### src/rtl/serial_to_parallel.sv
// LSB-first serial-to-parallel converter with a valid/ready output stage.
// Define S2P_BUF_EN for a 2-entry output FIFO instead of a holding register.
module serial_to_parallel #(
    parameter int WIDTH = 4
) (
    input  logic             clk,
    input  logic             rst,
    input  logic             s_data,
    input  logic             s_valid,
    input  logic             out_ready,
    output logic [WIDTH-1:0] p_data,
    output logic             p_valid,
    output logic             busy,
    output logic             frame_err,
    output logic             overrun
);

    localparam int CW = $clog2(WIDTH);
    localparam logic [CW-1:0] LAST = CW'(WIDTH - 1);

    typedef enum logic {
        IDLE,
        SHIFT
    } state_t;

    state_t           state;
    state_t           state_nx;
    logic [CW-1:0]    bit_cnt;
    logic [CW-1:0]    cnt_nx;
    logic [WIDTH-1:0] word;
    logic [WIDTH-1:0] word_nx;
    logic             done;
    logic             trunc;
    logic             pop;

    always_ff @(posedge clk or posedge rst) begin
        if (rst) begin
            state     <= IDLE;
            bit_cnt   <= '0;
            word      <= '0;
            frame_err <= 1'b0;
        end else begin
            state     <= state_nx;
            bit_cnt   <= cnt_nx;
            word      <= word_nx;
            frame_err <= trunc;
        end
    end

    // word_nx is the completed word on the edge where done is high
    always_comb begin
        state_nx = state;
        cnt_nx   = bit_cnt;
        word_nx  = word;
        done     = 1'b0;
        trunc    = 1'b0;
        unique case (state)
            IDLE: begin
                if (s_valid) begin
                    word_nx    = '0;
                    word_nx[0] = s_data;
                    cnt_nx     = CW'(1);
                    state_nx   = SHIFT;
                end
            end
            SHIFT: begin
                if (!s_valid) begin
                    trunc    = 1'b1;
                    cnt_nx   = '0;
                    state_nx = IDLE;
                end else begin
                    word_nx[bit_cnt] = s_data;
                    if (bit_cnt == LAST) begin
                        done     = 1'b1;
                        cnt_nx   = '0;
                        state_nx = IDLE;
                    end else begin
                        cnt_nx = bit_cnt + CW'(1);
                    end
                end
            end
        endcase
    end

    assign busy = (state == SHIFT);
    assign pop  = p_valid & out_ready;

`ifdef S2P_BUF_EN
    logic [WIDTH-1:0] head;
    logic [WIDTH-1:0] tail;
    logic [1:0]       count;

    assign p_valid = (count != 2'd0);
    assign p_data  = head;

    always_ff @(posedge clk or posedge rst) begin
        if (rst) begin
            head    <= '0;
            tail    <= '0;
            count   <= 2'd0;
            overrun <= 1'b0;
        end else begin
            overrun <= 1'b0;
            unique case ({done, pop})
                2'b10: begin
                    if (count == 2'd0) begin
                        head  <= word_nx;
                        count <= 2'd1;
                    end else if (count == 2'd1) begin
                        tail  <= word_nx;
                        count <= 2'd2;
                    end else begin
                        overrun <= 1'b1;
                    end
                end
                2'b01: begin
                    if (count == 2'd2) head <= tail;
                    count <= count - 2'd1;
                end
                2'b11: begin
                    if (count == 2'd1) begin
                        head <= word_nx;
                    end else begin
                        head <= tail;
                        tail <= word_nx;
                    end
                end
                default: ;
            endcase
        end
    end
`else
    logic [WIDTH-1:0] hold;
    logic             hold_vld;

    assign p_valid = hold_vld;
    assign p_data  = hold;

    always_ff @(posedge clk or posedge rst) begin
        if (rst) begin
            hold     <= '0;
            hold_vld <= 1'b0;
            overrun  <= 1'b0;
        end else begin
            overrun <= 1'b0;
            if (done) begin
                if (!hold_vld || pop) begin
                    hold     <= word_nx;
                    hold_vld <= 1'b1;
                end else begin
                    overrun <= 1'b1;
                end
            end else if (pop) begin
                hold_vld <= 1'b0;
            end
        end
    end
`endif

endmodule

### config.mk
export PLATFORM = sky130hd
export DESIGN_NAME = serial_to_parallel
export DESIGN_NICKNAME = d
export VERILOG_FILES = /design/src/rtl/serial_to_parallel.sv
export SDC_FILE = /design/constraint.sdc
export NUM_CORES = 1
export LEC_CHECK = 0
export CAP_MARGIN = 20
export CELL_PAD_IN_SITES_DETAIL_PLACEMENT = 0
export CELL_PAD_IN_SITES_GLOBAL_PLACEMENT = 1
export CORE_MARGIN = 2
export CORE_UTILIZATION = 40
export CTS_CLUSTER_SIZE = 8
export DETAILED_ROUTE_END_ITERATION = 10
export PLACE_DENSITY_LB_ADDON = 0.1
export SETUP_SLACK_MARGIN = 0.5
export SYNTH_ARGS = -nofsm -noshare
export SYNTH_HDL_FRONTEND = slang
export SYNTH_SLANG_ARGS = --single-unit
### constraint.sdc
create_clock -name clk -period 2.6 [get_ports clk]
set_input_delay 0.39 -clock clk [delete_from_list [all_inputs] [get_ports clk]]
set_output_delay 0.39 -clock clk [all_outputs]
set_load 0.02 [all_outputs]
==> metrics.md, run 1 <==
| Metric | Value |
|---|---|
| Outcome | `completed` |
| DRC | `0` |
| Design Area, Final | `766 um2` |
| Leak pwr | `around 0.38 nW` |
| Core ar. | `1470 um2` |
| Pins Over Slew Limit | `0` |
| # setup viols final | `0` |
| Cell count after placement | `73` |
| Max_cap viols | `0` |
| Setup crit start kind | `flop` |
| Share of cells above drive strength 1 | `24.6%` |
| Grt ovf | `0` |
| Clock latency on the worst-skew pair | `about 270 ps` |
| Filler cell count in the final layout | `135` |
| CP Max Fanout | `10` |
| First-pass iteration count of the detailed router | `2` |
| Final #Nets | `71` |
| Tot Pwr | `~0.56 mW` |
| Minimum clock period | `~1800 ps` |
| Port buffer count | `12` |
| Die area | `~1900 um2` |
| Hold_buf cts | `0` |
| WL final | `~1.1 mm` |
| Clock Tree Buf Depth | `2` |
| Worst Skew | `roughly 0.56 ps` |
| Starting density of the core | `41.5%` |
| Worst setup slack after placement | `749 ps` |
| Multi-input logic area | `255 um2` |
| CP peak stage delay | `670 ps` |
| Chip Height | `43.1 um` |
| GRT Overall Usage | `13.3%` |
| Die W | `43.1 um` |
| Hpwl dp | `830 um` |
| CTS H-tree depth | `1` |
| Drt wl/cell | `13.7 um` |
| Postcts setup bufs | `0` |
| Mean area per synthesized cell | `13.3 um2` |
| Crit path cell chain | `clkdlybuf4s50_1` |
| Min Hold Slack | `446 ps` |
| Global-route wire length before repair | `about 1.8 mm` |
| Initial antenna violation count | `0` |
| Final WS setup | `around 750 ps` |
| PD cells | `726 nW/um2` |
| Final cell count without fillers | `77` |
| Layout Utilization | `52.0%` |
| Number of CTS-inserted buffers | `3` |
| Buffer and inverter count on the worst path | `1` |
| Num rows | `14` |
| Least-Margin Pin Slew | `493 ps` |
| FMAX | `541 MHz` |
| RSZ-0062 raised after global routing | `false` |
| Max_slew headroom | `between 60% and 70%` |
| Worst setup EP type | `primary output` |
| DR vias | `370` |
| Number of DRC markers in iteration 0 | `4` |
| Largest net degree at the start of global routing | `14` |
| CTS root buf | `clkbuf_4` |
| WS Path Type | `reg2out` |
| FF+latch area | `around 330 um2` |
| Syn_nets | `55` |
| CP delay by family, top | `buffers and inverters` |
| Synth Instances | `46` |
| Synthesized flop and latch total | `13` |
| Cell variety after synth | `16` |
| Antenna Violating Nets Remaining | `0` |
| Clk sinks | `13` |
| Max IR drop VDD | `0.335 mV` |
| Post-DP Area | `739 um2` |
| Cell Area, Synth | `a little over 600 um2` |
| Critical path arrival | `approximately 1500 ps` |
| Min-Delay Path Class | `in2async` |
| I/O pins | `13` |
| Syn. warnings | `0` |
| Inserted Diodes | `0` |
| GP Congestion | `0.741` |
| Vias in the first global route | `415` |
| Register area share after synthesis | `53.3%` |
| Critical Path RT | `2210 ps` |
| Tcrit/Tclk final | `between 70 and 80%` |
| CTS tree | `built` |
| Final setup TNS | `0 ps` |
| Via density | `4.81` |
| Final hold vios | `0` |
| Area Overhead vs Synth | `25.4%` |
| Post-CTS sizing | `0` |
| Crit-path slowest cell | `clkdlybuf4s50_1` |
| Clk slew on worst S/H paths | `80 ps` |
-- cells in the final DEF (no fill, tap or decap), drive strengths merged --
master         Yosys  final
nand2b             1      1
clkdlybuf4s50      0     12
nand3              2      2
mux2               8      8
and2               1      1
nand2              1      1
mux2i              1      1
nor2b              2      2
clkbuf             0      4
inv                5      5
o31ai              1      1
dfrtp             13     13
nor2               3      3
a22o               2      2
ha                 4      4
a21oi              1      1
-- power breakdown --
part           switching, mW  total [mW]  internal (mW)  leakage (nW)
Combinational         0.0762       0.172         0.0956         0.194
Clock                 0.0630       0.122         0.0593        0.0150
Sequential            0.0226       0.262          0.239         0.168
Total                  0.162       0.556          0.394         0.377
-- metal layers --
layer,up-vias,wire (um),share of wire [%],global-route usage [%]
li1,181,-,-,-
met1,178,522,49,16.7
met2,9,488,46,21.5
met3,2,43,4.1,2.55
met4,0,4,0.38,7.27
met5,-,0,0,0
-- layout make-up --
class | instances | share of cell area, %
Multi-Input combinational cell | 27 | 33.3
Sequential cell | 13 | 42.5
Timing Repair Buffer | 12 | 15.7
Clock buffer | 4 | 3.43
Inverter | 5 | 2.45
Tap cell | 16 | 2.61
-- cells in the mapped netlist --
master	count	area share, %
dfrtp_1	13	53
nor2b_4	2	4.5
mux2_4	2	4.9
nand3_1	2	1.6
inv_1	5	3.1
o31ai_1	1	1.2
a22o_2	2	3.3
mux2i_1	1	1.6
buf_6	1	1.8
nor2_1	3	1.8
ha_1	4	8.2
mux2_2	6	11
nand2b_1	1	1.0
a21oi_1	1	0.82
nand2_1	1	0.61
and2_1	1	1.0
-- state kept, by name, summed over array words and instances, names as in the netlist --
name,count
p_data,4
word,3
bit_cnt,2
busy,1
frame_err,1
overrun,1
p_valid,1
-- cell families (layout without fill, tap and decap cells) --
kind of cell / count (synthesis) / count (layout) / synth area share [%]
buffers and inverters: 6 / 21 / 4.92
AOI/OAI and AO/OA: 4 / 4 / 5.33
and+or+nand+nor: 10 / 10 / 10.7
DFF: 13 / 13 / 53.3
adders and majority gates: 4 / 4 / 8.20
muxes: 9 / 9 / 17.6
-- path summary, 6_finish.rpt --
path	from	end	slack (ps)	depth (start not counted)
min in group clk	word[0]	word[0]	510	1
hold reg to reg	word[0]	word[0]	510	1
hold / removal	rst	p_data[2]	450	2
setup / recovery	busy	busy	750	1
max in group asynchronous	rst	busy	1830	2
setup reg to reg	bit_cnt[0]	p_data[0]	1090	5
(Power assumes the default switching activity.)
==> run 2: changes to the inputs <==
--- a/config.mk
+++ b/config.mk
@@ -9,7 +9,7 @@
 export CELL_PAD_IN_SITES_DETAIL_PLACEMENT = 0
 export CELL_PAD_IN_SITES_GLOBAL_PLACEMENT = 1
 export CORE_MARGIN = 2
-export CORE_UTILIZATION = 40
+export CORE_UTILIZATION = 34
 export CTS_CLUSTER_SIZE = 8
 export DETAILED_ROUTE_END_ITERATION = 10
 export PLACE_DENSITY_LB_ADDON = 0.1
==> constraint.sdc (replaced) <==
create_clock -name clk -period 1.5 [get_ports clk]
set_input_delay 0.225 -clock clk [delete_from_list [all_inputs] [get_ports clk]]
set_output_delay 0.225 -clock clk [all_outputs]
set_load 0.02 [all_outputs]
==> metrics.md, run 2 (synthesized netlist as in run 1, its figures left out) <==
| Metric | Value |
|---|---|
| Final #Nets | `86 (was 71)` |
| Max FFs per register | `4 (unchanged)` |
| Via density | `4.42 (was 4.81)` |
| Largest net degree at the start of global routing | `14 (unchanged)` |
| Commonest non-fill, non-tap cell in the layout | `buf_4 (was dfrtp_1)` |
| Multi-input logic area | `298 um2 (was 255 um2)` |
| Hold_buf cts | `0 (unchanged)` |
| Port buffer count | `12 (unchanged)` |
| DR vias | `446 (was 370)` |
| Core ar. | `1710 um2 (was 1470 um2)` |
| Number of CTS-inserted buffers | `3 (unchanged)` |
| Number of DRC markers in iteration 0 | `5 (was 4)` |
| GRT Overall Usage | `14.1% (was 13.3%)` |
| RSZ-0062 raised after global routing | `true (was false)` |
| Clock latency on the worst-skew pair | `270 ps (about the same)` |
| I/O pins | `13 (unchanged)` |
| Final hold vios | `0 (unchanged)` |
| CTS H-tree depth | `1 (unchanged)` |
| Min-Delay Path Class | `in2async (unchanged)` |
| FF+latch area | `327 um2 (was 325 um2)` |
| Pins Over Slew Limit | `0 (unchanged)` |
| DRC | `0 (unchanged)` |
| # setup viols final | `0 (unchanged)` |
| Hpwl dp | `890 um (was 830 um)` |
| Buffer and inverter count on the worst path | `1 (unchanged)` |
| P_int | `0.760 mW (was 0.394 mW)` |
| WS Path Type | `reg2reg (was reg2out)` |
| Worst setup slack after placement | `-60.4 ps (was 749 ps)` |
| Setup crit start kind | `flop (unchanged)` |
| Drt wl/cell | `13.0 um (was 13.7 um)` |
| WL final | `1.31 mm (was 1.06 mm)` |
| Inserted Diodes | `0 (unchanged)` |
| GP Congestion | `0.832 (was 0.741)` |
| Vias in the first global route | `443 (was 415)` |
| NetSw | `0.310 mW (was 0.162 mW)` |
| Crit path cell chain | `inv_2, ha_4, nor2b_4, mux2_4, mux2_4 (was clkdlybuf4s50_1)` |
| CTS tree | `built (unchanged)` |
| Max IR drop VDD | `0.664 mV (was 0.335 mV)` |
| Worst Skew | `2.00 ps (was 0.557 ps)` |
| Antenna Violating Nets Remaining | `0 (unchanged)` |
| Share of cells above drive strength 1 | `60.5% (was 24.6%)` |
| Flop pwr share | `43.2% (was 47.1%)` |
| Global-route wire length before repair | `2.04 mm (was 1.77 mm)` |
| Grt ovf | `0 (unchanged)` |
| Tot Pwr | `1.07 mW (was 0.556 mW)` |
| Comb pwr share | `37.8% (was 30.9%)` |
| Worst setup EP type | `flop (was primary output)` |
| CP delay by family, top | `multiplexers (was buffers and inverters)` |
| Power share of the clock group | `19.1% (was 22.0%)` |
| Max_cap viols | `0 (unchanged)` |
| First-pass iteration count of the detailed router | `3 (was 2)` |
| CP peak stage delay | `390 ps (was 670 ps)` |
| Critical Path RT | `1650 ps (was 2210 ps)` |
| Clk sinks | `13 (unchanged)` |
| Die area | `2150 um2 (was 1860 um2)` |
| Chip Height | `46.4 um (was 43.1 um)` |
| Initial antenna violation count | `0 (unchanged)` |
| Clk slew on worst S/H paths | `70 ps (was 80 ps)` |
| Leak pwr | `0.477 nW (was 0.377 nW)` |
| Least-Margin Pin Slew | `494 ps (was 493 ps)` |
| Clock Tree Buf Depth | `2 (unchanged)` |
| Num rows | `15 (was 14)` |
| Area Overhead vs Synth | `55.5% (was 25.4%)` |
| Critical path arrival | `1580 ps (was 1460 ps)` |
| Most frequent CP cell | `mux2_4` |
| CP Max Fanout | `3 (was 10)` |
| Minimum clock period | `1420 ps` |
| Max_slew headroom | `67.1% (about the same)` |
| Sw frac | `29.0% (was 29.1%)` |
| Most frequent cells in the layout | `13 x buf_4, 12 x dfrtp_1, 10 x buf_6 (was 13 x dfrtp_1, 12 x clkdlybuf4s50_1, 6 x mux2_2)` |
| PD cells | `1130 nW/um2 (was 726 nW/um2)` |
| Tcrit/Tclk final | `94.9%` |
| Crit-path slowest cell | `dfrtp_1 (was clkdlybuf4s50_1)` |
| Filler cell count in the final layout | `145 (was 135)` |
| Final WS setup | `76.1 ps (was 750 ps)` |
| Die W | `46.4 um (was 43.1 um)` |
| Starting density of the core | `35.8% (was 41.5%)` |
| CTS root buf | `clkbuf_4 (unchanged)` |
| FMAX | `702 MHz` |
| Outcome | `completed (unchanged)` |
-- run 2: cell types whose count changed in the layout (fill, tap and decap cells not counted), moves of 2 or more --
cell             change
clkdlybuf4s50_1      -9
nand3_2              +2
inv_1                -2
nand3_1              -2
ha_1                 -2
inv_2                +2
buf_4               +13
buf_6               +10
-- run 2: final timing paths --
path | from | to | slack, ps | cells past startpoint
setup / recovery | bit_cnt[1] | p_data[0] | 80 | 5
max in group asynchronous | rst | busy | 850 | 2
hold reg to reg | busy | busy | 520 | 1
setup reg to reg | bit_cnt[1] | p_data[0] | 80 | 5
min in group clk | s_valid | frame_err | 440 | 3
hold / removal | rst | bit_cnt[1] | 290 | 2
-- run 2: metrics by stage --
stage / setup TNS [ps] / util (%) / area (um2) / hold WS [ps] / instances
CTS: 0 / 51.3 / 876 / 307 / 95
global placement: -152 / 47.3 / 807 / 492 / 87
detailed placement: -204 / 47.3 / 807 / 500 / 87
finish: 0 / 55.6 / 950 / 291 / 101
global route: 0 / 55.6 / 950 / 344 / 101
floorplan: 0 / - / 629 / 102 / 46
-- run 2: power groups by stage --
stage	combinational [mW]	clock (mW)	sequential, mW
4_1_cts	0.362	0.219	0.464
6_report	0.404	0.204	0.462
2_1_floorplan	0.138	0	0.506
3_3_place_gp	0.309	0	0.459
5_1_grt	0.433	0.237	0.470
3_5_place_dp	0.317	0	0.466
-- run 2: routing by layer --
metal	part of all wire (%)	vias up	track usage, %
met2	53	12	24.2
met3	4.5	2	7.06
met4	0.53	0	3.43
met5	0	-	0
met1	41	216	15.4
li1	-	216	-
-- run 2: area by class of cell --
class,instances,share of cell area [%]
timing repair buffer,27,26.2
multi-input combinational,27,31.4
clock buffer,4,2.77
sequential,13,34.4
inverter,5,1.98
tap,25,3.29
-- run 2: what timing repair did --
action                     in CTS  in global routing
resized for setup              46                 10
setup endpoints to repair      19                 18
pin swaps                       2                  2
buffers inserted                4                  6
==> RTL change, RTL diff (flow settings as in run 2) <==
Set the parameter `WIDTH` to 8 (it was 4).
--- a/src/rtl/serial_to_parallel.sv
+++ b/src/rtl/serial_to_parallel.sv
@@ -1,7 +1,7 @@
 // LSB-first serial-to-parallel converter with a valid/ready output stage.
 // Define S2P_BUF_EN for a 2-entry output FIFO instead of a holding register.
 module serial_to_parallel #(
-    parameter int WIDTH = 4
+    parameter int WIDTH = 8
 ) (
     input  logic             clk,
     input  logic             rst,
Ports: changed (resized p_data); port bits go from 13 to 17. The function was not compared with the original's and may differ.
==> RTL change against run 2 <==
The run now ends with design-rule violations, negative setup slack left; synthesized area increased by 67%; sequential power increased by 53%; count of clock-buffer cells in the layout decreased by 1; worst setup slack got worse by 0.15 ns; sequential cell count increased by 10; power increased by 28%; wire length increased by 87%; non-clock buffer count increased by 15; design area increased by 66%; largest power group unchanged.
==> RTL change: results (changes against run 2) <==
fin_ws_ns: -0.07312  # -0.1492 ns
place_area_sq_um: 1326  # +64%
grt_pass1_vias: 864  # +95%
path_clk_slew_ns: 0.13  # +0.06 ns
route.met2.wl_microns: 1223  # +75%
p_leak_nw: 0.7579  # +59%
p_int_w: 0.0009776  # +29%
fillers: 254  # +75%
antenna_found_initial: 0  # unchanged
synth_nets: 104  # +89%
ir_worst_vdd_v: 0.0006255  # -5.9%
skew_ns: 0.002008  # +0.000004990 ns
grt_max_degree: 24  # +10
r2r-start: "bit_cnt[0]$_DFFE_PP0P_"
use_met1_pct: 19.86  # +4.5 points
layout.nets: 145  # +69%
ys_types: 28  # +12
setup_tns_ns: -0.1195  # -0.1195 ns
synth-seq-area-share_pct: 56.58  # +3.3 points
setup_viol: 3  # +3
wl_microns: 2444  # +87%
reg2reg_depth: 3  # -2
grt.total_usage_pct: 16.04  # +1.9 points
slowest_delay_ns: 0.52  # +0.13 ns
synth_common_cells: "dfrtp_1, nand2_1, a21oi_1, a31oi_1, o211ai_1"
status: "complete, but fails checks"
drt_first_pass_iters: 7  # +4
crit_arrival_ns: 1.78  # +0.20 ns
grtUsageMet3_pct: 3.956  # -3.1 points
place_congestion: 0.7035  # -15%
vias: 865  # +94%
violations: "design-rule violations, negative setup slack"
worst_pin_slew_ns: 0.3253  # -0.1684 ns
drive_above_1_share_pct: 50.36  # -10 points
reg2reg_to: "p_data[0]$_DFFE_PP0P_"
route.detailed.drc: 1  # +1
use_met2_pct: 28.57  # +4.4 points
netlist_top_cells_area: "dfrtp_1, nand2_1, o211ai_1"
p_comb_w: 0.000373  # -7.7%
first_iter_violations: 12  # +7
met3WireLength_microns: 73  # +24%
pg_seq_w: 0.000705  # +53%
wirelength_met1_microns: 1132  # +110%
grt_pass1_wl_microns: 4126  # +100%
-- RTL change: kinds of logic after synthesis --
kind of cell	count (synthesis)	share of synthesized area (%)
and+or+nand+nor	38	19.80
AOI/OAI and AO/OA	26	16.85
DFF	23	56.58
buffers and inverters	7	2.828
adders and majority gates	2	2.460
muxes	1	1.476
-- RTL change: timing repair --
action	CTS	global route
endpoints found under the setup margin	34	34
hold buffers	0	0
resized for setup	85	12
cloned	0	0
pin swaps	10	6
setup buffers	9	5
-- RTL change: worst max path at each step --
stage	endpoint	cells past startpoint
after global placement	p_data[0]$_DFFE_PP0P_	4
after floorplan	p_data[0]$_DFFE_PP0P_	7
after detailed placement	p_data[0]$_DFFE_PP0P_	4
after global routing	p_data[0]$_DFFE_PP0P_	3
after CTS	p_data[0]$_DFFE_PP0P_	3
final	p_data[0]$_DFFE_PP0P_	3
-- RTL change: metrics by stage --
step | power, W | hold slack [ns] | setup slack [ns] | utilization, % | cells
2_1_floorplan | 0.0008592 | 0.2268 | -0.2612 | - | 97
3_3_place_gp | 0.0009796 | 0.5046 | -0.2488 | 47.28 | 150
3_5_place_dp | 0.0009848 | 0.5047 | -0.2774 | 47.28 | 150
4_1_cts | 0.001353 | 0.2504 | -0.07497 | 53.48 | 163
5_1_grt | 0.001440 | 0.2769 | -0.1088 | 56.20 | 168
6_report | 0.001367 | 0.2346 | -0.07312 | 56.20 | 168
-- RTL change: cell type report --
type / count / area, sq um / share of cell area (%)
multi-input cells: 67 / 531.8 / 33.73
repair buffers: 42 / 396.6 / 25.16
flip-flops and latches: 23 / 578.1 / 36.67
clock buffers: 3 / 22.52 / 1.429
well taps: 31 / 38.79 / 2.460
inverters: 1 / 3.754 / 0.2381
clock inverters: 1 / 5.005 / 0.3175
